--- config.mk ---
export PLATFORM = sky130hd
export DESIGN_NAME = register_file
export DESIGN_NICKNAME = d
export VERILOG_FILES = /design/src/rtl/regfile_pkg.sv /design/src/rtl/regfile_read_port.sv /design/src/rtl/register_file.sv
export SDC_FILE = /design/constraint.sdc
export NUM_CORES = 2
export LEC_CHECK = 0
export CAP_MARGIN = 0
export CORE_MARGIN = 2
export CORE_UTILIZATION = 39
export DETAILED_ROUTE_END_ITERATION = 8
export SLEW_MARGIN = 20
export SYNTH_ARGS = -nofsm -noshare
export SYNTH_HDL_FRONTEND = slang
export SYNTH_SLANG_ARGS = --single-unit
--- constraint.sdc ---
create_clock -name CLK -period 2.5 [get_ports CLK]
set_input_delay 0.25 -clock CLK [delete_from_list [all_inputs] [get_ports CLK]]
set_output_delay 0.25 -clock CLK [all_outputs]
set_load 0.01 [all_outputs]
--- src/rtl/regfile_pkg.sv ---
// Shared constants and types for the MIPS general-purpose register file.
//   DATA_W      register / data-port width
//   ADDR_W      register address width
//   NUM_REGS    number of registers (2**ADDR_W)
//   ZERO_REG    address of the hardwired-zero register
//   reg_addr_t  register address type
//   reg_data_t  register data type
//   reg_array_t packed view of the whole storage array, handed to the read ports
package regfile_pkg;

  localparam int unsigned DATA_W   = 32;
  localparam int unsigned ADDR_W   = 5;
  localparam int unsigned NUM_REGS = 2 ** ADDR_W;

  typedef logic [ADDR_W-1:0] reg_addr_t;
  typedef logic [DATA_W-1:0] reg_data_t;
  typedef logic [NUM_REGS-1:0][DATA_W-1:0] reg_array_t;

  localparam reg_addr_t ZERO_REG = '0;

endpackage

--- src/rtl/regfile_read_port.sv ---
// One asynchronous read port of the register file.
//   addr_i     read address
//   regs_i     current contents of every register
//   wr_en_i    write enable of the write port (bypass input)
//   wr_addr_i  write address (bypass input)
//   wr_data_i  write data (bypass input)
//   data_o     read data: zero for ZERO_REG, otherwise regs_i[addr_i] or forwarded write data
// Build option: define REGFILE_BYPASS_EN to forward same-cycle write data to the read output.
module regfile_read_port
  import regfile_pkg::*;
(
  input  reg_addr_t  addr_i,
  input  reg_array_t regs_i,
  input  logic       wr_en_i,
  input  reg_addr_t  wr_addr_i,
  input  reg_data_t  wr_data_i,
  output reg_data_t  data_o
);

  always_comb begin
    data_o = regs_i[addr_i];
    if (addr_i == ZERO_REG) begin
      data_o = '0;
    end
`ifdef REGFILE_BYPASS_EN
    // WB->ID forwarding; intentionally not gated by reset.
    else if (wr_en_i && (wr_addr_i == addr_i)) begin
      data_o = wr_data_i;
    end
`endif
  end

`ifndef REGFILE_BYPASS_EN
  // Bypass inputs are only consumed by the forwarding build.
  logic unused_bypass;
  assign unused_bypass = ^{wr_en_i, wr_addr_i, wr_data_i};
`endif

endmodule

--- src/rtl/register_file.sv ---
// 32 x 32-bit MIPS register file: two asynchronous read ports, one synchronous write port.
// Register 0 is hardwired to zero. Synchronous active-high reset clears every register and
// takes priority over a concurrent write.
//   CLK        clock, all updates on the rising edge
//   reset      synchronous active-high clear
//   read1      read port 1 address     -> register1
//   read2      read port 2 address     -> register2
//   writeData  write data
//   RegWrite   write enable
//   write      write address (writes to 0 are discarded)
// Build option: REGFILE_BYPASS_EN enables same-cycle write-through forwarding on both ports.
module register_file
  import regfile_pkg::*;
(
  input  logic      CLK,
  input  logic      reset,
  input  reg_addr_t read1,
  input  reg_addr_t read2,
  input  reg_data_t writeData,
  input  logic      RegWrite,
  input  reg_addr_t write,
  output reg_data_t register1,
  output reg_data_t register2
);

  reg_array_t regs_q;

  always_ff @(posedge CLK) begin
    if (reset) begin
      regs_q <= '0;
    end else if (RegWrite && (write != ZERO_REG)) begin
      regs_q[write] <= writeData;
    end
  end

  regfile_read_port u_read_port1 (
    .addr_i    (read1),
    .regs_i    (regs_q),
    .wr_en_i   (RegWrite),
    .wr_addr_i (write),
    .wr_data_i (writeData),
    .data_o    (register1)
  );

  regfile_read_port u_read_port2 (
    .addr_i    (read2),
    .regs_i    (regs_q),
    .wr_en_i   (RegWrite),
    .wr_addr_i (write),
    .wr_data_i (writeData),
    .data_o    (register2)
  );

endmodule

# Word level (Yosys, flattened, before mapping)
# Cells that the tools add are included.
[word_totals] register_bits=1024 out_inout_bits=64 elab_cells=50 in_bits=50
[classes] reduce_logical=5 mux=9 magnitude_cmp=4
[ops] op="bitwise mux 1024 bit" n=1
[ops] op="binary-select mux 32 bit (select 5 bit)" n=2
[ops] op="demux 32 bit (select 5 bit)" n=1
[ops] op="2-to-1 mux 32 bit" n=5
[ops] op="less-than comparator 5 x 6 -> 1 bit, second input constant" n=3
[ops] op="zero test 5 bit" n=2
[ops] op=">= comparator 5 x 1 -> 1 bit, second input constant" n=1
[ops] op="nonzero test 5 bit" n=1
[ops] op="logical AND 1 bit" n=2

# Depth between registers and ports, before layout
[depth] depth_word=5 ltp_mapped=9 mapped_depth_nobuf=4

# Modules after synthesis
# A second synthesis with hierarchy kept.
[hier_totals] hier_cells=4760 area_unflattened_um2=55751.0
[by_module_without_submodules] mod="register_file" cells_each=3432 area_each_um2=39014.9 instances=1
[by_module_without_submodules] mod="regfile_read_port" cells_each=664 area_each_um2=8368.0 instances=2

# Worst setup path after synthesis
# Ideal clock, no wire load.
[synth_timing] path_kind="input port to output port" startpoint="input port read1[0]" endpoint="output port register1[15]" path_stages=7 arrival_time_ns=1.743 required_time_ns=2.250 setup_slack_ns=0.507 path_cell_list="buf_4 -> buf_12 -> buf_12 -> buf_2 -> mux4_2 -> o21ai_1 -> a31oi_1"
[synth_between] elab_chain_cells=3 elab_cells_between_ends=4
[synth_rtl] element="start, declared" line_no="register_file.sv:17" rtl="input reg_addr_t read1,"
[synth_rtl] element="binary-select mux 32 bit (select 5 bit)" line_no="regfile_read_port.sv:21" rtl="data_o = regs_i[addr_i];"
[synth_rtl] element="2-to-1 mux 32 bit (implied by the code)" line_no="regfile_read_port.sv:21"
[synth_rtl] element="2-to-1 mux 32 bit (*)" line_no="regfile_read_port.sv:22" rtl="if (addr_i == ZERO_REG) begin"
[synth_rtl] element="end, declared" line_no="register_file.sv:22" rtl="output reg_data_t register1,"
# Mark *: on every way between the ends. The rest lies on a longest branch, timed or not. The select of a mux whose other input is x is not followed.

# Worst setup path in the final report
[layout_timing] startpoint="register regs_q[431] in the netlist's numbering" endpoint="output port register1[15]"
[layout_between] elab_chain_cells=3
[layout_rtl] element="start, declared" line_no="register_file.sv:26" rtl="reg_array_t regs_q;"
[layout_rtl] element="start signal, assigned by index" line_no="register_file.sv:32" rtl="regs_q[write] <= writeData;"
[layout_rtl] element="binary-select mux 32 bit (select 5 bit)" line_no="regfile_read_port.sv:21"
[layout_rtl] element="2-to-1 mux 32 bit (implied by the code)" line_no="regfile_read_port.sv:21"
[layout_rtl] element="2-to-1 mux 32 bit" line_no="regfile_read_port.sv:22"
# No other way between the ends. The select of a mux whose other input is x is not followed.

==> results_dict.tcl <==
set metrics [dict create \
    slew_headroom_pct 26.06 \
    dp_cells 7654 \
    viasPerCell 6.230 \
    synthCells 5830 \
    cp-start-kind "flip-flop" \
    drt.antenna.violating_nets 0 \
    fmax_mhz 357.7 \
    avgSynthCellArea_um2 8.868 \
    path_cells "mux4_2, mux2i_4, a221o_1, a31oi_1, buf_4, buf_6" \
    vias 48930 \
    fin_util_pct 48.79 \
    critPathRequiredTime_ns 2.25 \
    drv_slew 0 \
    dp_hpwl_mm 143.2 \
    reg_top3 "regs_q x1024" \
    rsz0062_at_grt "true" \
    skew_ns 0 \
    die_w_um 368.1 \
    grt_pass1_vias 46690 \
    ios 114 \
    synth_edf_count 0 \
    drt_wl_total_mm 219.9 \
    drc 0 \
    cts-root-buf "clkbuf_16" \
    status "finished, violations left" \
    yosys-top-cells-area "dfxtp_1, mux4_2, nand2_1" \
    overflow 0 \
    layout-drive-gt1-share_pct 28.87 \
    yosysMostFrequentCell "nand2_1" \
    cts_buffers 110 \
    cts.clk_slew.worst_paths_ns 0.07 \
    cp_slowest_cell "mux4_2" \
    grt_usage_pct 31.52 \
    cts_tree "done" \
    cp.buffers_inverters 2 \
    top_register "regs_q" \
    setup_viol 57 \
    synth_flop_cell "dfxtp_1" \
    portBuffers 113 \
    row_count 133 \
    die-area_um2 135500 \
    dpl-instance-area_um2 58820 \
    largest_register_ffs 1024 \
    wire_per_inst_um 28.00 \
    end_kind "output pin" \
    cp_max_fo 3 \
    powerDensity_nw_per_um2 597.5 \
    critPathMaxStageDelay_ns 0.52 \
    worst_slack_ns -0.2957 \
    start_util_pct 39.33 \
    dr.first_iter.drc_count 7085 \
    netlist_area_um2 51700 \
    core_area_um2 131500 \
    fin_cells 7854 \
    hp-class "in -> reg" \
    clockBufferDepth 3 \
    nets 6050 \
    ir_worst_vdd_v 0.0005693 \
    place.gp.congestion 0.9455 \
    yosysTopAreaCell "dfxtp_1" \
    cts_sinks 1024 \
    die_h_um 368.1 \
    violations "setup timing" \
    synth.yosys.seq_area_share_pct 39.65 \
    finalHoldViolCount 0 \
    arrival_ns 2.55 \
    dr.pass1.iters 6 \
    fin_crit_ns 2.796 \
    finalCritPeriodShare_pct 111.8 \
    cp_top_family "multiplexers" \
    synth_commonest_cells "nand2_1, dfxtp_1, a21oi_1" \
    grt_max_degree 110 \
    cts_max_level 3 \
    p_leak_nw 21.38 \
    async_flop_share_pct 0 \
    ys_types 39 \
    antenna_found_initial 1 \
    crit_type "reg -> out" \
    synth_warnings 0 \
    synth_top_area_share_pct 39.65 \
    syn-num-nets 5880 \
    synth-seq-cells 1024 \
    grt_pass1_wl_mm 317.9 \
    syn_to_final_growth_pct 24.07 \
    clk_latency_ns 0.73 \
    worst_pin_slew_ns 1.107 \
    max-cap-violations 0 \
    final_cell_area_um2 64140 \
]
[placed cells by master (no fill, tap or decap), types with 30 or more instances in the layout]
cell type        instances
clkdlybuf4s50_1         38
nand2_1               2023
buf_2                   37
a21oi_1                992
clkbuf_16              110
buf_4                  393
clkbuf_8                33
nand2_2                 31
o21ai_1                 30
dfxtp_1                846
a221oi_1                35
nor2b_1                 56
mux4_2                 448
a221o_1                 30
mux2i_1                170
buf_12                 163
buf_6                   43
a22oi_1                 39
dfxtp_2                178
[area by class of cell]
type | count | area [um^2]
flip-flops and latches | 1024 | 20720
fillers | 12080 | 67320
diodes | 3 | 7.507
clock inverters | 50 | 624.3
repair buffers | 680 | 7348
inverters | 2 | 11.26
clock buffers | 158 | 3263
well taps | 1755 | 2196
multi-input cells | 4182 | 29970
[worst min-delay path, delay by kind of cell]
kind / cells / cell delay (ns)
buffers and inverters: 2 / 0.65
AND/OR/NAND/NOR: 1 / 0.10
AO/OA/AOI/OAI: 1 / 0.05
[final timing paths]
check	from	slack (ns)	end	cells past startpoint
setup / recovery	regs_q[431]	-0.30	register1[15]	6
hold / removal	writeData[22]	0.34	regs_q[278]	4
setup reg to reg	regs_q[600]	1.75	regs_q[600]	3
hold reg to reg	regs_q[228]	0.46	regs_q[228]	2
[kinds of logic (layout without fill, tap and decap cells)]
kind of cell           Yosys count  in the layout  synth area share [%]
AOI/OAI and AO/OA             1325           1325                 14.38
and+or+nand+nor               2185           2185                 16.49
buffers and inverters          624            890                 5.552
other                            0              3                     0
DFF                           1024           1024                 39.65
muxes                          672            672                 23.93
[power breakdown]
group	switching [mW]	internal [mW]
combinational	2.53	1.61
clock	7.43	10.2
sequential	0.0928	16.4
[layer usage]
layer,vias to the layer above,part of all wire [%],global-route usage [%]
li1,20770,-,-
met1,24060,38,41.96
met2,3367,44,47.37
met3,730,12,7.340
met4,2,5.9,17.03
met5,-,0.0059,0
[per-stage QoR]
stage	TNS [ns]	setup WS, ns	hold slack (ns)	power (mW)
global route	-7.468	-0.2942	0.3527	39.10
CTS	-7.165	-0.2626	0.3013	38.18
detailed placement	-22.95	-0.7778	0.4570	20.77
finish	-5.780	-0.2957	0.3397	38.33
floorplan	0	0.5070	0.3860	18.80
global placement	-22.29	-0.7727	0.4508	20.74
[repair_timing]
action	4_1_cts	5_1_grt
setup endpoints to repair	64	62
endpoints found under the hold margin	43	0
pin swaps	76	62
hold buffers	1	0
setup buffers	4	3
gates resized for setup	614	169
No activity file was read; power rests on OpenSTA's default activity.
